<file path="src/rtl/shift_arbiter_pkg.sv">
// Shared types and constants for the shift arbiter and its shifter datapath.
package shift_arbiter_pkg;

    localparam int unsigned DATA_W  = 32;
    localparam int unsigned SHAMT_W = 5;

    localparam logic OP_SLL = 1'b0;
    localparam logic OP_SRA = 1'b1;

    typedef enum logic [1:0] {
        StIdle = 2'd0,
        StExec = 2'd1,
        StDone = 2'd2
    } state_e;

    // Mirror a word end-for-end so a left shifter can serve a right shift.
    function automatic logic [DATA_W-1:0] bit_reverse(input logic [DATA_W-1:0] v);
        logic [DATA_W-1:0] r;
        for (int i = 0; i < DATA_W; i++) begin
            r[i] = v[DATA_W-1-i];
        end
        return r;
    endfunction

endpackage

</file>
<file path="src/rtl/barrelshifter.sv">
// 32-bit logical left barrel shifter, one log2 stage per shift-amount bit.
module barrelshifter
    import shift_arbiter_pkg::*;
(
    input  logic [DATA_W-1:0]  data_i,
    input  logic [SHAMT_W-1:0] shamt_i,
    output logic [DATA_W-1:0]  data_o
);

    logic [DATA_W-1:0] stage;

    // Each stage shifts by 2^i when shamt bit i is set.
    always_comb begin
        stage = data_i;
        for (int i = 0; i < SHAMT_W; i++) begin
            if (shamt_i[i]) begin
                stage = stage << (1 << i);
            end
        end
        data_o = stage;
    end

endmodule

</file>
<file path="src/rtl/shift_arbiter.sv">
// Two-requester round-robin arbiter in front of a single shared shift unit.
module shift_arbiter
    import shift_arbiter_pkg::*;
(
    input  logic               clock,
    input  logic               reset,
    input  logic               req0_valid,
    output logic               req0_ready,
    input  logic               req0_op,
    input  logic [DATA_W-1:0]  req0_data,
    input  logic [SHAMT_W-1:0] req0_shamt,
    input  logic               req1_valid,
    output logic               req1_ready,
    input  logic               req1_op,
    input  logic [DATA_W-1:0]  req1_data,
    input  logic [SHAMT_W-1:0] req1_shamt,
    output logic               out_valid,
    output logic               out_id,
    output logic [DATA_W-1:0]  out_data,
    input  logic               out_ready
);

    state_e             state_q, state_d;
    logic               ptr_q, ptr_d;
    logic               op_q, op_d;
    logic [DATA_W-1:0]  data_q, data_d;
    logic [SHAMT_W-1:0] shamt_q, shamt_d;
    logic               id_q, id_d;
    logic [DATA_W-1:0]  out_data_q, out_data_d;
    logic               out_id_q, out_id_d;

    logic               any_valid;
    logic               gnt_id;
    logic [DATA_W-1:0]  sh_in;
    logic [DATA_W-1:0]  sh_out;
    logic [DATA_W-1:0]  fill_mask;
    logic [DATA_W-1:0]  result;

    // Round-robin pick: the pointer only matters when both requesters compete.
    always_comb begin
        any_valid = req0_valid | req1_valid;
        gnt_id    = (req0_valid && req1_valid) ? ptr_q : req1_valid;
    end

    barrelshifter u_shifter (
        .data_i  (sh_in),
        .shamt_i (shamt_q),
        .data_o  (sh_out)
    );

    // SRA reuses the left shifter on mirrored data, then restores sign bits via a mask.
    always_comb begin
        sh_in     = (op_q == OP_SLL) ? data_q : bit_reverse(data_q);
        fill_mask = (op_q == OP_SRA && data_q[DATA_W-1]) ?
                    ~({DATA_W{1'b1}} >> shamt_q) : '0;
        result    = (op_q == OP_SLL) ? sh_out : (bit_reverse(sh_out) | fill_mask);
    end

    // Next-state, grant and handshake logic.
    always_comb begin
        state_d    = state_q;
        ptr_d      = ptr_q;
        op_d       = op_q;
        data_d     = data_q;
        shamt_d    = shamt_q;
        id_d       = id_q;
        out_data_d = out_data_q;
        out_id_d   = out_id_q;
        req0_ready = 1'b0;
        req1_ready = 1'b0;
        out_valid  = 1'b0;
        case (state_q)
            StIdle: begin
                if (any_valid && !reset) begin
                    req0_ready = ~gnt_id;
                    req1_ready = gnt_id;
                    op_d       = gnt_id ? req1_op    : req0_op;
                    data_d     = gnt_id ? req1_data  : req0_data;
                    shamt_d    = gnt_id ? req1_shamt : req0_shamt;
                    id_d       = gnt_id;
                    state_d    = StExec;
                end
            end
            StExec: begin
                out_data_d = result;
                out_id_d   = id_q;
                state_d    = StDone;
            end
            StDone: begin
                out_valid = 1'b1;
                if (out_ready) begin
                    ptr_d   = ~out_id_q;
                    state_d = StIdle;
                end
            end
            default: state_d = StIdle;
        endcase
    end

    // State and operand registers, cleared asynchronously.
    always_ff @(posedge clock or posedge reset) begin
        if (reset) begin
            state_q    <= StIdle;
            ptr_q      <= 1'b0;
            op_q       <= 1'b0;
            data_q     <= '0;
            shamt_q    <= '0;
            id_q       <= 1'b0;
            out_data_q <= '0;
            out_id_q   <= 1'b0;
        end else begin
            state_q    <= state_d;
            ptr_q      <= ptr_d;
            op_q       <= op_d;
            data_q     <= data_d;
            shamt_q    <= shamt_d;
            id_q       <= id_d;
            out_data_q <= out_data_d;
            out_id_q   <= out_id_d;
        end
    end

    assign out_data = out_data_q;
    assign out_id   = out_id_q;

endmodule
</file>
<file path="config.mk">
export PLATFORM = sky130hd
export DESIGN_NAME = shift_arbiter
export DESIGN_NICKNAME = d
export VERILOG_FILES = /design/src/rtl/shift_arbiter_pkg.sv /design/src/rtl/barrelshifter.sv /design/src/rtl/shift_arbiter.sv
export SDC_FILE = /design/constraint.sdc
export NUM_CORES = 1
export LEC_CHECK = 0
export CAP_MARGIN = 20
export CORE_MARGIN = 1
export CORE_UTILIZATION = 53
export CTS_CLUSTER_DIAMETER = 100
export CTS_CLUSTER_SIZE = 40
export DETAILED_ROUTE_END_ITERATION = 12
export GPL_TIMING_DRIVEN = 0
export PLACE_DENSITY_LB_ADDON = 0.2
export SYNTH_ARGS = -nofsm -noshare
export SYNTH_HDL_FRONTEND = slang
export SYNTH_SLANG_ARGS = --single-unit
</file>
<file path="constraint.sdc">
create_clock -name clock -period 2.53 [get_ports clock]
set_input_delay 0.253 -clock clock [delete_from_list [all_inputs] [get_ports clock]]
set_output_delay 0.253 -clock clock [all_outputs]
set_load 0.02 [all_outputs]
</file>
==> results of run 1 <==
through the flow:
step / setup TNS [ns] / power, mW / instances / cell area, sq um / setup WS (ns)
floorplan: 0 / 7.10 / 614 / 5850 / 0.340
global placement: -53.90 / 9.42 / 866 / 7180 / -0.703
detailed placement: -1.87 / 9.57 / 866 / 7180 / -0.444
CTS: 0 / 10.7 / 880 / 7420 / 0.00164
global route: -0.184 / 11.9 / 885 / 7580 / -0.0607
finish: -0.0264 / 11.4 / 885 / 7580 / -0.0264
layout by cell type (no fill, tap or decap), drive strengths merged, types with 3 or more instances in the layout:
master	synthesis	final
clkbuf	31	38
o22a	3	3
nor2	45	45
a21oi	25	25
o21ai	60	60
and2	8	8
clkinv	1	3
o211a	3	3
inv	8	8
mux2	21	21
nand2	83	83
o22ai	14	14
a221oi	4	4
and3	3	3
o21a	4	4
o211ai	7	7
clkinvlp	0	3
a211oi	10	10
nand2b	5	5
a31oi	5	5
dfrtp	75	75
mux2i	59	59
o221a	3	3
mux4	36	36
buf	25	30
o32ai	7	7
nand3	11	11
clkdlybuf4s50	0	114
or2	5	5
nor2b	6	6
a21boi	3	3
nor3	9	9
power breakdown:
group	internal, mW	total [mW]	switching, mW
clock network	0.552	1.06	0.511
registers	1.74	2.34	0.599
logic	3.48	8.03	4.55
total	5.77	11.4	5.66
worst max-delay path by stage:
stage / from / end / slack, ns / depth (start not counted)
finish: op_q$_DFFE_PP0P_ / out_data[17]$_DFFE_PP0N_ / -0.03 / 8
CTS: shamt_q[1]$_DFFE_PP0P_ / out_data[5]$_DFFE_PP0N_ / 0.002 / 7
global route: op_q$_DFFE_PP0P_ / out_data[17]$_DFFE_PP0N_ / -0.06 / 8
global placement: reset / shamt_q[4]$_DFFE_PP0P_ / -0.70 / 2
detailed placement: reset / req1_ready / -0.44 / 6
floorplan: op_q$_DFFE_PP0P_ / out_data[22]$_DFFE_PP0N_ / 0.34 / 7
cell type report:
class / count / area (sq um)
timing repair buffer: 121 / 1210
buffer: 54 / 293
fill: 743 / 2920
sequential: 75 / 1880
multi-input combinational: 474 / 3780
clock inverter: 7 / 92.6
clock buffer: 9 / 124
inverter: 9 / 36.3
tap: 136 / 170
worst max-delay path, cell delays in order, from the launching register on:
cell and delay, ns:
dfrtp_1 0.41, buf_8 0.15, buf_12 0.12, mux4_2 0.53
mux4_2 0.52, mux2i_1 0.18, nor2_1 0.07, a31oi_2 0.28
a221oi_1 0.16
state kept, by name (all words and copies together) (netlist names):
signal    count
data_q       32
id_q          1
op_q          1
out_data     32
out_id        1
ptr_q         1
shamt_q       5
state_q       2
cells by family after synthesis:
logic type      count (synthesis)
buf+inv                        65
flops                          75
simple gates                  179
compound gates                178
mux                           116
xor+xnor                        1
routing by layer:
layer	vias to the layer above	track usage, %	wire [microns]
li1	2583	-	-
met4	0	21.4	1030
met1	2896	48.2	8180
met3	89	7.36	2140
met2	504	66.8	10900
met5	-	0	0
repair_timing:
action	in CTS	in global routing
resized for setup	12	27
pin swaps	0	5
endpoints found under the setup margin	15	26
hold buffers	0	0
setup buffers	0	5
endpoints found under the hold margin	0	0
==> summary.md, run 1 <==
| Metric | Value |
|---|---|
| DRT Pass-1 Iters | `6` |
| TritonCTS Sinks | `75` |
| Power Dens Cells | `1510 mW/mm^2` |
| Cell Rows | `37` |
| Vias/cell | `6.86` |
| Seq/Total Area, Yosys | `32.1%` |
| Worst R2R End | `out_data[17]$_DFFE_PP0N_` |
| Area of the core | `0.0105 sq mm` |
| Finish-stage setup viols | `1` |
| Maximum vdd drop | `0.664 mV` |
| Via Count | `6072` |
| Critical path type | `reg -> reg` |
| Adder and majority cell fraction of the synthesized area | `0%` |
| Final net count | `825` |
| IO buf count | `116` |
| Asr flop ratio synth | `100%` |
| Final core occ | `72.2%` |
| Post-synth top cells | `nand2_1 (82), dfrtp_1 (75), mux2i_1 (56)` |
| EDFF count, synth | `0` |
| Synth cell types | `73` |
| FF-to-FF setup slack | `-0.03 ns` |
| HPWL after DPL | `16.4 mm` |
| Leakage power total | `3.08 nW` |
| Clk pin slew, worst setup/hold paths | `0.09 ns` |
| ANT nets after route | `0` |
| Nature of the critical path endpoint | `flop` |
| Avg Cell Area, Syn | `9.53 sq um` |
| Final hold slack | `0.485 ns` |
| Main combinational cell family by area after synthesis | `multiplexers` |
| CP required | `2.75 ns` |
| Die width | `107 microns` |
| Routed WL | `22.2 mm` |
| Worst EP arrival | `2.78 ns` |
| Worst r2r path cells | `8` |
| Number of global-route vias before repair | `6077` |
| Grt ovf | `0` |
| Final hold viol count | `0` |
| Layout cell share with drive strength beyond 1 | `17.0%` |
| IO Pins | `117` |
| Initial Util | `55.7%` |
| Top area cells in the synthesized netlist | `dfrtp_1 (32%), mux4_2 (12%), mux2i_1 (9.6%), nand2_1 (5.3%), o21ai_0 (4.5%)` |
| Total Routing Usage GR | `39.7%` |
| Drt drc | `0` |
| Net Count, Synth | `695` |
| Synth Area in XOR/XNOR | `0.150%` |
| Synth Area in Compound Gates | `20.6%` |
| Die area | `0.0115 sq mm` |
| Final worst setup slack | `-0.0264 ns` |
| Maximum clock rate | `391 MHz` |
| First-pass GRT wire length | `33.9 mm` |
| Synth warn | `0` |
| DR WL/cell | `25.1 microns` |
| Initial antenna violation count | `0` |
| Slew headroom | `36.7%` |
| Tmin final | `2.56 ns` |
| Post-synthesis mux area share | `28.7%` |
| Area delta synth->final | `29.6%` |
| Htree depth | `3` |
| Cell count after synthesis | `614` |
| Max Root-Sink Buffers | `2` |
| Unrepaired setup endpoints after global routing | `yes` |
| Outcome | `complete, but fails checks` |
| Crit share post-route | `101%` |
| Setup crit start kind | `flop` |
| Max Slew Vio Count | `0` |
| Ant diodes | `0` |
| Skew-Pair Late Insertion Delay | `0.36 ns` |
| Root buf cell | `clkbuf_8` |
| TritonCTS Buffers | `9` |
| Pin count of the biggest net entering global routing | `76` |
| Die Y | `107 microns` |
| Slew @ Worst Pin | `0.950 ns` |
| Initial DRC count | `765` |
| Crit Reg-Reg Startpoint | `op_q$_DFFE_PP0P_` |
| HP Class | `in -> async` |
| Critical path peak fanout | `5` |
| Routability Congestion | `0.988` |
| #FFs+latches synth | `75` |
| Final setup skew | `0.00726 ns` |
| Failing checks | `negative setup slack` |
| Yosys top cell area share | `32.1%` |
| CTS tree | `done` |
| Area leader, netlist | `dfrtp_1` |
| Prevailing post-synth register cell | `dfrtp_1` |
| Max_cap viols | `0` |
| Synthesized-area fraction occupied by and/or/nand/nor cells | `13.3%` |
| Synthesized area | `0.00585 sq mm` |
| Top-count cell post-synth | `nand2_1` |
Note: power is estimated with default switching activity, not from simulation.
==> inputs of run 2 (changes only) <==
Settings changed: GPL_TIMING_DRIVEN 0 to 1, REMOVE_ABC_BUFFERS from default to 1.
==> summary.md, run 2 (synthesis gave the netlist of run 1 again) <==
| Metric | Value |
|---|---|
| Total Routing Usage GR | `33.9%` |
| Unrepaired setup endpoints after global routing | `no` |
| Final setup skew | `0.00995 ns` |
| HP Class | `in -> async` |
| TritonCTS Buffers | `9` |
| Global-route track usage on met1 | `43.5%` |
| DR WL/cell | `21.6 microns` |
| Ant diodes | `0` |
| Via Count | `5627` |
| Number of global-route vias before repair | `5691` |
| HPWL after DPL | `13.7 mm` |
| First-pass GRT wire length | `29.7 mm` |
| Tmin final | `2.47 ns` |
| Most frequent cells in the layout | `clkdlybuf4s50_1 (114), nand2_1 (82), dfrtp_1 (73)` |
| Final hold slack | `0.304 ns` |
| Clk pin slew, worst setup/hold paths | `0.08 ns` |
| Routed WL | `18.9 mm` |
| Grt ovf | `0` |
| Final net count | `814` |
| IO Pins | `117` |
| Crit share post-route | `97.7%` |
| ANT nets after route | `0` |
| Htree depth | `3` |
| Die width | `107 microns` |
| TritonCTS Sinks | `75` |
| CTS tree | `done` |
| Skew-Pair Late Insertion Delay | `0.36 ns` |
| Drt drc | `0` |
| Fillers | `779` |
| Cell Rows | `37` |
| Area of the core | `0.0105 sq mm` |
| Max_cap viols | `0` |
| Die Y | `107 microns` |
| Area delta synth->final | `29.4%` |
| Initial DRC count | `373` |
| Worst EP arrival | `2.70 ns` |
| Maximum vdd drop | `0.599 mV` |
| Pre-CTS setup slack | `-0.0100 ns` |
| Nature of the critical path endpoint | `flop` |
| Setup crit start kind | `flop` |
| Power Dens Cells | `1440 mW/mm^2` |
| Post-route setup TNS | `0 ns` |
| Finish-stage setup viols | `0` |
| Outcome | `completed` |
| M3 GR Usage | `4.19%` |
| Layout cell share with drive strength beyond 1 | `19.1%` |
| Slew @ Worst Pin | `0.665 ns` |
| Root buf cell | `clkbuf_8` |
| CP required | `2.76 ns` |
| IO buf count | `116` |
| Met2 Usage GRT | `56.9%` |
| Max Root-Sink Buffers | `2` |
| Most common cell after layout, fill and taps aside | `clkdlybuf4s50_1` |
| Worst r2r path cells | `8` |
| GRT Max-Usage Layer | `met2` |
| Die area | `0.0115 sq mm` |
| Vias/cell | `6.45` |
| Maximum clock rate | `404 MHz` |
| DRT Pass-1 Iters | `6` |
| Max Slew Vio Count | `0` |
| Critical path type | `reg -> reg` |
| Initial antenna violation count | `0` |
| Leakage power total | `3.16 nW` |
| Critical path peak fanout | `11` |
| Final hold viol count | `0` |
| Routability Congestion | `0.949` |
| Initial Util | `55.7%` |
| Pin count of the biggest net entering global routing | `78` |
| Final worst setup slack | `0.0575 ns` |
| Slew headroom | `55.6%` |
-- run 2: cell count changes in the layout (fill, tap and decap cells not counted), moves of 3 or more --
| cell | before | now |
|---|---|---|
| buf_4 | 5 | 42 |
| mux2i_1 | 50 | 56 |
| buf_6 | 4 | 1 |
| mux2i_4 | 4 | 1 |
| clkbuf_2 | 3 | 0 |
| buf_1 | 6 | 0 |
| clkinvlp_4 | 3 | 0 |
| mux2i_2 | 5 | 2 |
| clkbuf_1 | 26 | 1 |
| clkbuf_8 | 9 | 12 |
| buf_2 | 11 | 0 |
-- run 2: worst max-delay path: stages, from the launching register on --
cell and delay [ns]:
dfrtp_2 0.46, buf_12 0.18, mux4_2 0.54, mux2_2 0.32
nor2_1 0.16, nor3_1 0.08, a311oi_2 0.36, buf_4 0.19
a211oi_1 0.06
-- run 2: final cells by class --
class	instances	area [sq um]	share of cell area, %
Clock buffer	13	169	2.23
Clock inverter	2	10.0	0.132
Inverter	9	33.8	0.446
Multi-Input combinational cell	474	3720	49.1
Sequential cell	75	1880	24.8
Tap cell	136	170	2.25
Timing Repair Buffer	164	1590	21.0
-- run 2: final timing paths --
path / from / endpoint / slack [ns]
min: reset / out_id$_DFFE_PP0N_ / 0.30
max in group asynchronous: reset / op_q$_DFFE_PP0P_ / 1.81
min in group clock: out_id$_DFFE_PP0N_ / ptr_q$_DFFE_PP0P_ / 0.50
max reg2reg: op_q$_DFFE_PP0P_ / out_data[7]$_DFFE_PP0N_ / 0.06
max: op_q$_DFFE_PP0P_ / out_data[7]$_DFFE_PP0N_ / 0.06
min reg2reg: out_id$_DFFE_PP0N_ / ptr_q$_DFFE_PP0P_ / 0.50
-- run 2: metal layers --
layer | share of wire, % | up-vias | wire length (microns)
li1 | - | 2556 | -
met1 | 40 | 2708 | 7610
met2 | 49 | 309 | 9300
met3 | 6.9 | 54 | 1310
met4 | 3.4 | 0 | 648
met5 | 0 | - | 0
-- run 2: where the power goes --
group / internal (mW) / switching (mW)
logic: 3.55 / 4.09
registers: 1.74 / 0.608
clock network: 0.429 / 0.464
-- run 2: repair_timing --
action | in CTS | in global routing
cloned | 0 | 1
hold buffers | 0 | 0
setup buffers | 0 | 0
resized for setup | 3 | 6
setup endpoints to repair | 4 | 10
pin swaps | 0 | 1
-- run 2: metrics by stage --
| stage | power [mW] | util (%) | area (sq um) | instances |
|---|---|---|---|---|
| 2_1_floorplan | 6.91 | - | 5580 | 558 |
| 3_3_place_gp | 9.52 | 69.8 | 7330 | 857 |
| 3_5_place_dp | 9.69 | 69.8 | 7330 | 857 |
| 4_1_cts | 10.6 | 71.5 | 7520 | 872 |
| 5_1_grt | 11.5 | 72.1 | 7570 | 873 |
| 6_report | 10.9 | 72.1 | 7570 | 873 |
